===== src/rtl/mult_pkg.sv =====
// Shared definitions for the sequential shift-and-add multiplier:
// FSM state encoding, default operand width and iteration-counter sizing.
package mult_pkg;

  localparam int MULT_W = 8;

  typedef enum logic [1:0] {
    ST_IDLE = 2'd0,
    ST_RUN  = 2'd1,
    ST_DONE = 2'd2
  } mult_state_t;

  // One extra bit so the counter can reach WIDTH without wrapping.
  function automatic int cnt_width(input int w);
    return $clog2(w) + 1;
  endfunction

endpackage


===== src/rtl/mult_seq_8_dp.sv =====
// Multiplier datapath: multiplicand, accumulator (upper half) and
// multiplier/quotient shift register (lower half) with the conditional add.
module mult_seq_8_dp
  import mult_pkg::*;
#(
  parameter int WIDTH = MULT_W
) (
  input  logic             clk,
  input  logic             rst,
  input  logic             load,
  input  logic             step,
  input  logic [WIDTH-1:0] a,
  input  logic [WIDTH-1:0] b,
  output logic [WIDTH-1:0] acc_next,
  output logic [WIDTH-1:0] mq_next
);

  logic [WIDTH-1:0] mcand_reg;
  logic [WIDTH-1:0] acc_reg;
  logic [WIDTH-1:0] mq_reg;
  logic [WIDTH-1:0] addend;
  logic [WIDTH:0]   sum;
  logic [WIDTH:0]   mq_shift;

  // The add is WIDTH+1 bits wide with carry-in 0; the carry becomes the
  // new accumulator MSB and the sum LSB shifts into the multiplier register.
  always_comb begin
    addend   = mq_reg[0] ? mcand_reg : '0;
    sum      = {1'b0, acc_reg} + {1'b0, addend};
    acc_next = sum[WIDTH:1];
    mq_shift = {sum[0], mq_reg};
    mq_next  = mq_shift[WIDTH:1];
  end

  always_ff @(posedge clk) begin
    if (rst) begin
      mcand_reg <= '0;
      acc_reg   <= '0;
      mq_reg    <= '0;
    end else if (load) begin
      mcand_reg <= a;
      acc_reg   <= '0;
      mq_reg    <= b;
    end else if (step) begin
      acc_reg <= acc_next;
      mq_reg  <= mq_next;
    end
  end

endmodule


===== src/rtl/mult_seq_8.sv =====
// Sequential unsigned multiplier: one multiplier bit per clock, product and
// zero flag registered on the final iteration, one-cycle done pulse.
module mult_seq_8
  import mult_pkg::*;
#(
  parameter int WIDTH = MULT_W
) (
  input  logic               clk,
  input  logic               rst,
  input  logic               start,
  input  logic [WIDTH-1:0]   a,
  input  logic [WIDTH-1:0]   b,
  output logic               busy,
  output logic               done,
  output logic [2*WIDTH-1:0] p,
  output logic               zero
);

  localparam int             CW       = cnt_width(WIDTH);
  localparam logic [CW-1:0]  CNT_LAST = CW'(WIDTH - 1);

  mult_state_t         state_reg;
  mult_state_t         state_next;
  logic [CW-1:0]       cnt_reg;
  logic [2*WIDTH-1:0]  p_reg;
  logic                zero_reg;
  logic                load;
  logic                step;
  logic                last;
  logic [WIDTH-1:0]    acc_next;
  logic [WIDTH-1:0]    mq_next;
  logic [2*WIDTH-1:0]  product_next;

  mult_seq_8_dp #(
    .WIDTH (WIDTH)
  ) u_dp (
    .clk      (clk),
    .rst      (rst),
    .load     (load),
    .step     (step),
    .a        (a),
    .b        (b),
    .acc_next (acc_next),
    .mq_next  (mq_next)
  );

  assign product_next = {acc_next, mq_next};

  always_ff @(posedge clk) begin
    if (rst) begin
      state_reg <= ST_IDLE;
    end else begin
      state_reg <= state_next;
    end
  end

  always_comb begin
    state_next = state_reg;
    case (state_reg)
      ST_IDLE: if (start) state_next = ST_RUN;
      ST_RUN:  if (last)  state_next = ST_DONE;
      ST_DONE: state_next = start ? ST_RUN : ST_IDLE;
      default: state_next = ST_IDLE;
    endcase
  end

  // start is only honoured outside RUN, so a request mid-operation is dropped.
  always_comb begin
    busy = (state_reg == ST_RUN);
    done = (state_reg == ST_DONE);
    load = (state_reg != ST_RUN) && start;
    step = (state_reg == ST_RUN);
    last = step && (cnt_reg == CNT_LAST);
  end

  always_ff @(posedge clk) begin
    if (rst) begin
      cnt_reg  <= '0;
      p_reg    <= '0;
      zero_reg <= 1'b1;
    end else begin
      if (load) begin
        cnt_reg <= '0;
      end else if (step) begin
        cnt_reg <= cnt_reg + 1'b1;
      end
      // The previous product stays visible until the final iteration.
      if (last) begin
        p_reg    <= product_next;
        zero_reg <= (product_next == '0);
      end
    end
  end

  assign p    = p_reg;
  assign zero = zero_reg;

endmodule


===== config.mk =====
export PLATFORM = sky130hd
export DESIGN_NAME = mult_seq_8
export DESIGN_NICKNAME = d
export VERILOG_FILES = /design/src/rtl/mult_pkg.sv /design/src/rtl/mult_seq_8_dp.sv /design/src/rtl/mult_seq_8.sv
export SDC_FILE = /design/constraint.sdc
export NUM_CORES = 1
export LEC_CHECK = 0
export BUFFER_PORTS_ARGS = -buffer_cell sky130_fd_sc_hd__buf_4
export CORE_MARGIN = 3
export CORE_UTILIZATION = 45
export CTS_CLUSTER_DIAMETER = 30
export CTS_CLUSTER_SIZE = 8
export DETAILED_ROUTE_END_ITERATION = 12
export PLACE_DENSITY = 0.69
export SLEW_MARGIN = 20
export SYNTH_ARGS = -nofsm -noshare
export SYNTH_HDL_FRONTEND = slang
export SYNTH_SLANG_ARGS = --single-unit

===== constraint.sdc =====
create_clock -name clk -period 6.4 [get_ports clk]
set_input_delay 0.64 -clock clk [delete_from_list [all_inputs] [get_ports clk]]
set_output_delay 0.64 -clock clk [all_outputs]
set_load 0.02 [all_outputs]

# Yosys cells after proc, flatten, opt, wreduce, memory -nomap -nowiden

Index checks and enable logic that the tools add are counted.

Register bits after elaboration: 47
Input port bits: 19
Output and inout port bits: 19
Logic and storage cells: 29

$add $sub $neg: 2
Equality and inequality tests: 6
Muxes and demuxes: 7
Reduce and logical (&&, ||, !) cells: 7

Operator list:

| kind                                                                    | number |
|---|---|
| 8-bit two-way mux                                                       | 3 |
| 16-bit logical NOT                                                      | 1 |
| 8-bit by 8-bit adder with 9-bit output                                  | 1 |
| 2-bit one-hot mux with 3 select lines                                   | 1 |
| 4-bit by 1-bit adder with 4-bit output, second input constant           | 1 |
| 4-bit by 3-bit == test with 1-bit output, second input constant         | 1 |
| 2-bit two-way mux                                                       | 2 |
| 2-bit by 1-bit inequality test with 1-bit output, second input constant | 2 |
| 2-bit by 1-bit == test with 1-bit output, second input constant         | 1 |
| 2-bit == test, second input constant                                    | 1 |
| 1-bit logical AND                                                       | 2 |
| 2-bit logical NOT                                                       | 1 |
| 2-bit inequality test, second input constant                            | 1 |
| 2-bit AND reduction                                                     | 1 |
| 2-bit nonzero test                                                      | 1 |
| 2-bit OR reduction                                                      | 1 |
| 1-bit two-way mux                                                       | 1 |

# Logic depth before layout (Yosys ltp)

Gate-level depths: netlist of the first run.

Depth after elaboration: 4
Depth in mapped cells: 9
Gate-level depth less buffers: 9

# Hierarchy

From an unflattened synthesis of the first run, not the netlist that was laid out.

Cells, all modules: 281
Area total of the unflattened synthesis: 2341.0 sq um

Modules (own cells, without submodules):

| module        | times used | cells an instance | area an instance (sq um) | seq. area each (sq um) |
|---|---|---|---|---|
| mult_seq_8_dp | 1          | 169               | 1430.1                   | 480.5 |
| mult_seq_8    | 1          | 112               | 910.9                    | 460.4 |

# Worst setup path after synthesis of the first run

No wires, ideal clock.

Kind: reg-to-reg
Start: register u_dp.mq_reg[0]
End: register zero_reg (netlist: zero)
Library setup time: 69 ps
Data arrival time: 2265 ps
Data required time: 6331 ps
Setup slack: 4066 ps
Cell stages (with the launch flop): 10
Cells stage by stage: dfxtp_1 and2_1 ha_1 fa_1 a21o_1 a221oi_4 o21ai_2 nor2_2 or4b_1 o21ai_1

Longest elaborated chain between the ends: 3

RTL lines:

| element                                | RTL line            | text |
|---|---|---|
| start, declared                        | mult_seq_8_dp.sv:20 | `logic [WIDTH-1:0] mq_reg;` |
| start signal, assigned                 | mult_seq_8_dp.sv:46 | `mq_reg <= mq_next;` |
| 8-bit two-way mux                      | mult_seq_8_dp.sv:28 | `addend = mq_reg[0] ? mcand_reg : '0;` |
| 8-bit by 8-bit adder with 9-bit output | mult_seq_8_dp.sv:29 | `sum = {1'b0, acc_reg} + {1'b0, addend};` |
| 16-bit logical NOT                     | mult_seq_8.sv:90    | `zero_reg <= (product_next == '0);` |
| end signal, assigned                   | mult_seq_8.sv:90    |  |
| end, declared                          | mult_seq_8.sv:26    | `logic zero_reg;` |

No other way between the ends.
A chain may end at the register's enable or synchronous reset.

# Worst setup path after layout of the first run

Ends and elaborated chain as after synthesis.

==> key figures, run 1 <==
Clocking
  • CTS resizes: 0
  • Clk sinks: 47
  • Root Buffer: clkbuf_8
  • Hold-fix buffers, CTS: 0
  • Clock Path Buffers: 2
  • Clk Latency, worst-skew pair: 0.29 ns
  • Clk slew on worst S/H paths: 0.08 ns
  • CTS tree: done
  • Post-CTS setup buffers: 0
  • CTS H-tree lvls: 2
  • Num CTS Buffers: 5

Flow run
  • Max-cap viol count: 0

Route
  • Routed wl met3: 149 um
  • Final ANT Viol Nets: 0
  • WL met1: 2330 um
  • Via count: 1,783
  • DR WL/cell: 13.6 um
  • Final wirelength: 4590 um
  • Pre-antenna DRT Iters: 4
  • Top sig layer: met4
  • DRC viols: 0
  • Avg Vias per Cell: 5.29
  • Wire length on met2: 2070 um
  • Iter 0 DRT Violations: 90

Worst setup path
  • Critical path depth in cells: 9
  • Critical path launch point type: flop
  • Worst Path Max Fanout: 9
  • Flop2flop setup slack: 3.88 ns
  • R2R Path End: zero
  • CP Class: flop to flop
  • Worst setup startpoint: u_dp.mq_reg[0]
  • CP Capture Type: flop
  • Crit-path cells: and2_1, ha_1, fa_1, a21o_1, a221oi_4, o21ai_2, nor2_2, or4b_1, o21ai_1
  • Worst R2R Start: u_dp.mq_reg[0]
  • Slowest cell on the critical path: or4b_1
  • Path depth of the worst reg2reg path: 9
  • Arrival time worst endpoint: 2.75 ns
  • Largest delay contributor family on the critical path: compound AO/OA/AOI/OAI gates
  • CP required: 6.63 ns
  • Worst stage delay on the critical path: 0.44 ns
  • CP Buf/Inv Count: 0

GRT
  • Number of global-route vias before repair: 1,687
  • First-pass GRT wire length: 7920 um
  • Tot GR Track Use: 0.181
  • Initial antenna violation count: 0
  • GRT Residual Overflow: 0
  • Largest net degree at the start of global routing: 37

Synth
  • Sequential area share after synthesis: 0.438
  • Register bit count reported by yosys: 47
  • Synth cell count leaders: 54 x nand2_1, 47 x dfxtp_1, 36 x a21oi_1, 20 x nor2_1, 11 x clkbuf_1
  • Number of synthesized flops with an enable pin: 0
  • Count leader, synth: nand2_1
  • Area contributors post-synth: dfxtp_1 44%, nand2_1 9.4%, a21oi_1 8.4%
  • Ys async rst share: 0
  • Leading area contributor after synthesis: dfxtp_1
  • Post-synth top flop: dfxtp_1
  • Synthesis Warnings: 0
  • Post-synth cell types: 37
  • Mapped cell area: 2150 um2
  • Yosys top cell area share: 0.438
  • Cells after Synth: 254
  • Synth Net Count: 283
  • Syn avg cell area: 8.45 um2

Place
  • GP Congestion: 0.854
  • Post-DP HPWL: 3310 um
  • Dpl cells: 329
  • Port bufs: 37

STA
  • Setup TNS: 0 ns
  • Final Hold Viols: 0
  • Max-slew violation count: 0
  • Slew headroom: 0.604
  • FMAX: 397 MHz
  • Crit share post-route: 0.394
  • Post-route minimum period: 2.52 ns
  • Slew at the pin closest to its max-slew limit: 0.594 ns
  • Setup Viol. Count Final: 0
  • Unrepaired setup endpoints after global routing: no
  • Skew final: 0.00421 ns

Final layout
  • Fin cells: 337
  • Max FFs per register: 16
  • Share of cells above drive strength 1: 0.182
  • Fillers: 430
  • Final nets: 313
  • Area grow syn2layout: 17.4%
  • ANT cells: 0

Worst hold path
  • Hold path start: u_dp.mcand_reg[4]
  • Hold Crit Class: flop to flop
  • Worst Hold End: u_dp.mcand_reg[4]
  • Worst hold path depth: 2

Status
  • Outcome: complete, no violations

Die
  • Num rows: 24
  • Die height: 75.1 um
  • Die area: 5630 um2
  • IO Count: 38
  • Die W: 75.1 um
  • Starting density of the core: 0.480
  • Core ar.: 4470 um2

Power
  • Worst vdd rail ir drop: 143 uV
  • Leak: 0.00106 uW
  • PwrDens: 211 nW/um2
[worst register-to-register path, delay by kind of cell, from the launching register on]
family / cells / cell delay (ns)
compound gates: 4 / 0.77
flops: 1 / 0.37
fa+ha+maj: 2 / 0.61
simple gates: 3 / 0.71
[cell usage in the layout, fill, tap and decap left out, types with 2 or more instances in the layout]
cell / instances
buf_4: 38
dfxtp_1: 47
nor3_1: 3
clkbuf_8: 5
xor2_1: 2
a21oi_1: 36
mux2i_1: 9
nand2b_1: 2
nand3_1: 8
nor2_1: 20
a21o_1: 3
nand2_1: 54
ha_1: 9
and2_1: 8
xnor2_1: 6
a211oi_1: 10
clkbuf_1: 2
nor2b_1: 2
nand4_1: 2
[metrics by stage]
step                      worst slack, ns   util  power, uW  hold slack (ns)  instance area (um2)
after global routing                 3.76  0.563        557            0.473                 2520
after global placement               3.97  0.545        368            0.441                 2440
final                                3.88  0.563        532            0.454                 2520
after floorplan                      4.07      -        350            0.432                 2150
after detailed placement             3.88  0.545        368            0.444                 2440
after CTS                            3.88  0.563        538            0.456                 2520
[per-layer routing]
layer	track usage	vias to the layer above
met5	0	-
met4	0.0514	0
met3	0.0387	3
met2	0.279	27
met1	0.255	821
li1	-	932
[report_power, final]
part	total [uW]	internal, uW	leakage (uW)	switching (uW)
clock network	171	76.8	0.0000422	94.4
registers	310	301	0.000382	8.05
logic	51.8	22.3	0.000632	29.5
total	532	401	0.00106	132
[area by class of cell]
type / instances / area, um2 / area share
inverters: 2 / 7.51 / 0.00298
multi-input cells: 190 / 1140 / 0.452
repair buffers: 38 / 285 / 0.113
clock inverters: 1 / 5.00 / 0.00199
well taps: 52 / 65.1 / 0.0258
clock buffers: 7 / 76.3 / 0.0303
flip-flops and latches: 47 / 941 / 0.374
[logic make-up after synthesis]
kind of cell | after synthesis | share of synthesized area
and+or+nand+nor | 107 | 0.230
AOI/OAI and AO/OA | 56 | 0.164
DFF | 47 | 0.438
buffers and inverters | 17 | 0.0309
adders and majority gates | 10 | 0.0618
muxes | 9 | 0.0420
xor gates and xnor gates | 8 | 0.0327
[how the worst max path moves through the flow]
stage                end  slack [ns]
floorplan           zero        4.07
global placement    zero        3.97
detailed placement  zero        3.88
CTS                 zero        3.88
global route        zero        3.76
finish              zero        3.88
(Power assumes the default switching activity.)
==> run 2: changes to the inputs <==
Settings changed: PLACE_DENSITY 0.69 to 0.72.
Clock period 6.4 ns to 2 ns, I/O delays scaled along.
==> key figures, run 2 (synthesis gave the netlist of run 1 again) <==
Route
  • Final ANT Viol Nets: 0
  • Pre-antenna DRT Iters: 4
  • DRC viols: 0
  • Via count: 1,959
  • Iter 0 DRT Violations: 87
  • DR WL/cell: 14.6 um
  • Avg Vias per Cell: 5.35
  • Final wirelength: 5340 um

Worst hold path
  • Worst Hold End: u_dp.mcand_reg[0]
  • Hold Crit Class: input pin to flop
  • Hold path start: a[0]
  • Worst hold path depth: 3

Final layout
  • Share of cells above drive strength 1: 0.338
  • ANT cells: 0
  • Area grow syn2layout: 36.2%
  • Final instance area: 2920 um2
  • Most frequent cells in the layout: 64 x buf_4, 52 x nand2_1, 46 x dfxtp_1, 30 x a21oi_1, 18 x nor2_1
  • Max FFs per register: 16
  • Fin cells: 366
  • Commonest non-fill, non-tap cell in the layout: buf_4
  • Final nets: 342

Place
  • Placed Area: 2650 um2
  • Post-DP HPWL: 3700 um
  • Dpl cells: 355
  • GP Congestion: 0.805
  • Port bufs: 37

Die
  • Die height: 75.1 um
  • Die area: 5630 um2
  • Die W: 75.1 um
  • IO Count: 38
  • Num rows: 24
  • Starting density of the core: 0.480
  • Core ar.: 4470 um2

GRT
  • Number of global-route vias before repair: 1,815
  • Largest net degree at the start of global routing: 37
  • Initial antenna violation count: 0
  • GRT Residual Overflow: 0
  • Tot GR Track Use: 0.197
  • First-pass GRT wire length: 8360 um

Clocking
  • CTS tree: done
  • Num CTS Buffers: 5
  • Clk slew on worst S/H paths: 0.09 ns
  • Hold-fix buffers, CTS: 0
  • CTS H-tree lvls: 2
  • Clk Latency, worst-skew pair: 0.30 ns
  • Clk sinks: 47
  • Clock Path Buffers: 2
  • Root Buffer: clkbuf_8

Worst setup path
  • Critical path launch point type: flop
  • Worst Path Max Fanout: 2
  • CP Class: flop to flop
  • Arrival time worst endpoint: 2.56 ns
  • Path depth of the worst reg2reg path: 9
  • R2R Path End: zero
  • CP Capture Type: flop
  • Flop2flop setup slack: -0.32 ns
  • Worst setup startpoint: u_dp.mq_reg[0]
  • CP required: 2.24 ns
  • Worst R2R Start: u_dp.mq_reg[0]

Power
  • Leak: 0.00127 uW
  • Worst vdd rail ir drop: 489 uV
  • PwrDens: 646 nW/um2

STA
  • Slew headroom: 0.607
  • Setup TNS: -0.966 ns
  • Slew at the pin closest to its max-slew limit: 0.589 ns
  • Skew final: 0.00857 ns
  • Post-route minimum period: 2.32 ns
  • FMAX: 431 MHz
  • Unrepaired setup endpoints after global routing: yes
  • Crit share post-route: 1.16
  • Max-slew violation count: 0
  • Final WS setup: -0.321 ns
  • Setup Viol. Count Final: 9
  • Final Hold Viols: 0

Status
  • Failing checks: negative setup slack
  • Outcome: finished with violations

Flow run
  • Max-cap viol count: 0
## run 2: critical path, stage by stage (launching register included)
cell	delay [ns]
dfxtp_2	0.33
and2_4	0.16
ha_4	0.16
fa_2	0.34
a21o_1	0.20
a221oi_4	0.28
o21ai_2	0.11
nor2_2	0.13
or4b_1	0.44
o21ai_1	0.12
## run 2: metal layers
metal,vias to the layer above,part of all wire,global-route usage
met5,-,0,0
li1,989,-,-
met2,55,0.48,0.320
met4,0,0.025,0.0751
met1,905,0.44,0.252
met3,10,0.051,0.0494
## run 2: timing repair
item	in CTS	in global routing
pin swaps	15	14
gates resized for setup	15	16
setup endpoints to repair	9	11
setup buffers	5	2
cloned	0	0
## run 2: worst max path at each step
stage	slack, ns	endpoint
finish	-0.32	zero
global route	-0.41	zero
CTS	-0.31	zero
detailed placement	-0.31	zero
global placement	-0.26	zero
floorplan	-0.26	zero
## run 2: through the flow
| step | hold WS [ns] | util | setup WS [ns] | power (uW) |
|---|---|---|---|---|
| floorplan | 0.347 | - | -0.257 | 1120 |
| global placement | 0.439 | 0.591 | -0.257 | 1200 |
| detailed placement | 0.443 | 0.591 | -0.312 | 1200 |
| CTS | 0.154 | 0.638 | -0.306 | 1890 |
| global route | 0.154 | 0.653 | -0.405 | 1970 |
| finish | 0.157 | 0.653 | -0.321 | 1890 |
## run 2: report_power, final
group	internal (uW)	total [uW]	switching, uW
registers	965	989	24.2
logic	94.9	204	109
clock network	372	693	321
total	1430	1890	454
## run 2: area by class of cell
class                      instances  area [um2]
fill                             383        1550
multi-input combinational        190        1280
timing repair buffer              67         514
sequential                        47         942
clock inverter                     3        43.8
inverter                           2        7.51
tap                               52        65.1
clock buffer                       5        68.8
==> run 3: changes to the inputs <==
Settings changed: CORE_MARGIN 3 to unset, PLACE_DENSITY 0.72 to 0.69.
Clock period 2 ns to 2.9 ns, I/O delays scaled along.
==> key figures, run 3 (synthesis gave the netlist of run 1 again) <==
Clocking
  • Clk Latency, worst-skew pair: 0.30 ns
  • Hold-fix buffers, CTS: 0
  • CTS H-tree lvls: 2
  • CTS resizes: 0
  • Post-CTS setup buffers: 0
  • Clk slew on worst S/H paths: 0.09 ns
  • Num CTS Buffers: 5
  • Clock Path Buffers: 2
  • Root Buffer: clkbuf_8
  • CTS tree: done
  • Clk sinks: 47

Power
  • Worst vdd rail ir drop: 254 uV
  • Clock power frac: 0.369
  • Psw: 298 uW
  • Switching Share: 0.236
  • Part of the power in registers: 0.541
  • PwrDens: 497 nW/um2
  • Cell Int Power: 966 uW
  • Leak: 0.00106 uW
  • Design Power: 1260 uW
  • Comb power frac: 0.091

Final layout
  • Commonest non-fill, non-tap cell in the layout: nand2_1
  • Fillers: 425
  • ANT cells: 0
  • Final nets: 313
  • Sequential cell area: 941 um2
  • Area grow syn2layout: 18.5%
  • Max FFs per register: 16
  • Share of cells above drive strength 1: 0.187
  • Area used by multi-input combinational logic: 1140 um2
  • Most frequent cells in the layout: 54 x nand2_1, 47 x dfxtp_1, 38 x buf_4, 36 x a21oi_1, 20 x nor2_1

Worst setup path
  • Critical path launch point type: flop
  • Largest delay contributor family on the critical path: compound AO/OA/AOI/OAI gates
  • Worst setup startpoint: u_dp.mq_reg[0]
  • Worst R2R Start: u_dp.mq_reg[0]
  • CP required: 3.14 ns
  • Path depth of the worst reg2reg path: 9
  • Crit-path cells: and2_1, ha_1, fa_1, a21o_1, a221oi_4, o21ai_2, nor2_2, or4b_1, o21ai_1
  • CP Class: flop to flop
  • Slowest cell on the critical path: or4b_1
  • Arrival time worst endpoint: 2.75 ns
  • Worst stage delay on the critical path: 0.44 ns
  • Flop2flop setup slack: 0.39 ns
  • Worst Path Max Fanout: 9
  • CP Buf/Inv Count: 0
  • CP Capture Type: flop
  • R2R Path End: zero

Route
  • DR WL/cell: 13.7 um
  • Wire length on met2: 2040 um
  • DRC viols: 0
  • Pre-antenna DRT Iters: 6
  • Routed wl met3: 195 um
  • Via count: 1,821
  • Final ANT Viol Nets: 0
  • Final wirelength: 4610 um
  • Iter 0 DRT Violations: 116
  • WL met1: 2310 um
  • Top sig layer: met4
  • Avg Vias per Cell: 5.42

Die
  • Die W: 71.1 um
  • Die area: 5050 um2
  • Num rows: 24
  • Die height: 71.1 um
  • IO Count: 38
  • Core ar.: 4470 um2
  • Starting density of the core: 0.480

GRT
  • GRT Residual Overflow: 0
  • Number of global-route vias before repair: 1,688
  • Initial antenna violation count: 0
  • Largest net degree at the start of global routing: 37
  • First-pass GRT wire length: 7930 um
  • Tot GR Track Use: 0.200

STA
  • FMAX: 398 MHz
  • Crit share post-route: 0.865
  • Unrepaired setup endpoints after global routing: no
  • Skew final: 0.00714 ns
  • Setup Viol. Count Final: 0
  • Max-slew violation count: 0
  • Final Hold Viols: 0
  • Post-route minimum period: 2.51 ns
  • Slew at the pin closest to its max-slew limit: 0.620 ns
  • Slew headroom: 0.587
  • Setup TNS: 0 ns

Worst hold path
  • Hold Crit Class: input pin to flop
  • Worst hold path depth: 3
  • Hold path start: a[1]
  • Worst Hold End: u_dp.mcand_reg[1]

Place
  • GP Congestion: 0.829
  • Post-DP HPWL: 3240 um
  • Port bufs: 37

Flow run
  • Max-cap viol count: 0

Status
  • Outcome: complete, no violations
## run 3: cell types whose count changed in the layout (fill, tap and decap cells not counted), sizes merged
| cell | change |
|---|---|
| buf | -29 |
| clkinv | -2 |
| clkinvlp | +1 |
## run 3: worst register-to-register path: cells and delay by family, from the launching register on
| kind | cells | cell delay, ns |
|---|---|---|
| and+or+nand+nor | 3 | 0.71 |
| adders and majority gates | 2 | 0.62 |
| DFF | 1 | 0.37 |
| AOI/OAI and AO/OA | 4 | 0.76 |
## run 3: per-layer routing
metal  vias up  track usage
met5         -            0
met3         6       0.0328
met2        47        0.298
li1        926            -
met4         0       0.0867
met1       842        0.287
## run 3: power by group through the flow
| stage | combinational (uW) | sequential, uW | clock [uW] |
|---|---|---|---|
| floorplan | 79.0 | 693 | 0 |
| global placement | 114 | 698 | 0 |
| detailed placement | 116 | 699 | 0 |
| CTS | 116 | 683 | 474 |
| global route | 130 | 687 | 494 |
| finish | 115 | 684 | 466 |
## run 3: worst max path at each step
stage,end,slack (ns),depth (start not counted)
final,zero,0.39,9
after global routing,zero,0.22,9
after CTS,zero,0.39,9
after detailed placement,zero,0.42,9
after global placement,zero,0.47,9
after floorplan,zero,0.57,9
## run 3: final cells by class
cell class	count	share of cell area
multi-input cells	190	0.448
flip-flops and latches	47	0.370
repair buffers	38	0.112
clock buffers	5	0.0271
well taps	52	0.0256
clock inverters	2	0.0148
inverters	2	0.00295
## run 3: per-stage QoR
stage                     std cells  setup WS [ns]   util  instance area, um2  hold slack (ns)
after floorplan                 254          0.566      -                2150            0.432
after global placement          329          0.468  0.545                2440            0.442
after detailed placement        329          0.425  0.545                2440            0.446
after CTS                       336          0.389  0.569                2540            0.237
after global routing            336          0.221  0.569                2540            0.253
final                           336          0.391  0.569                2540            0.241
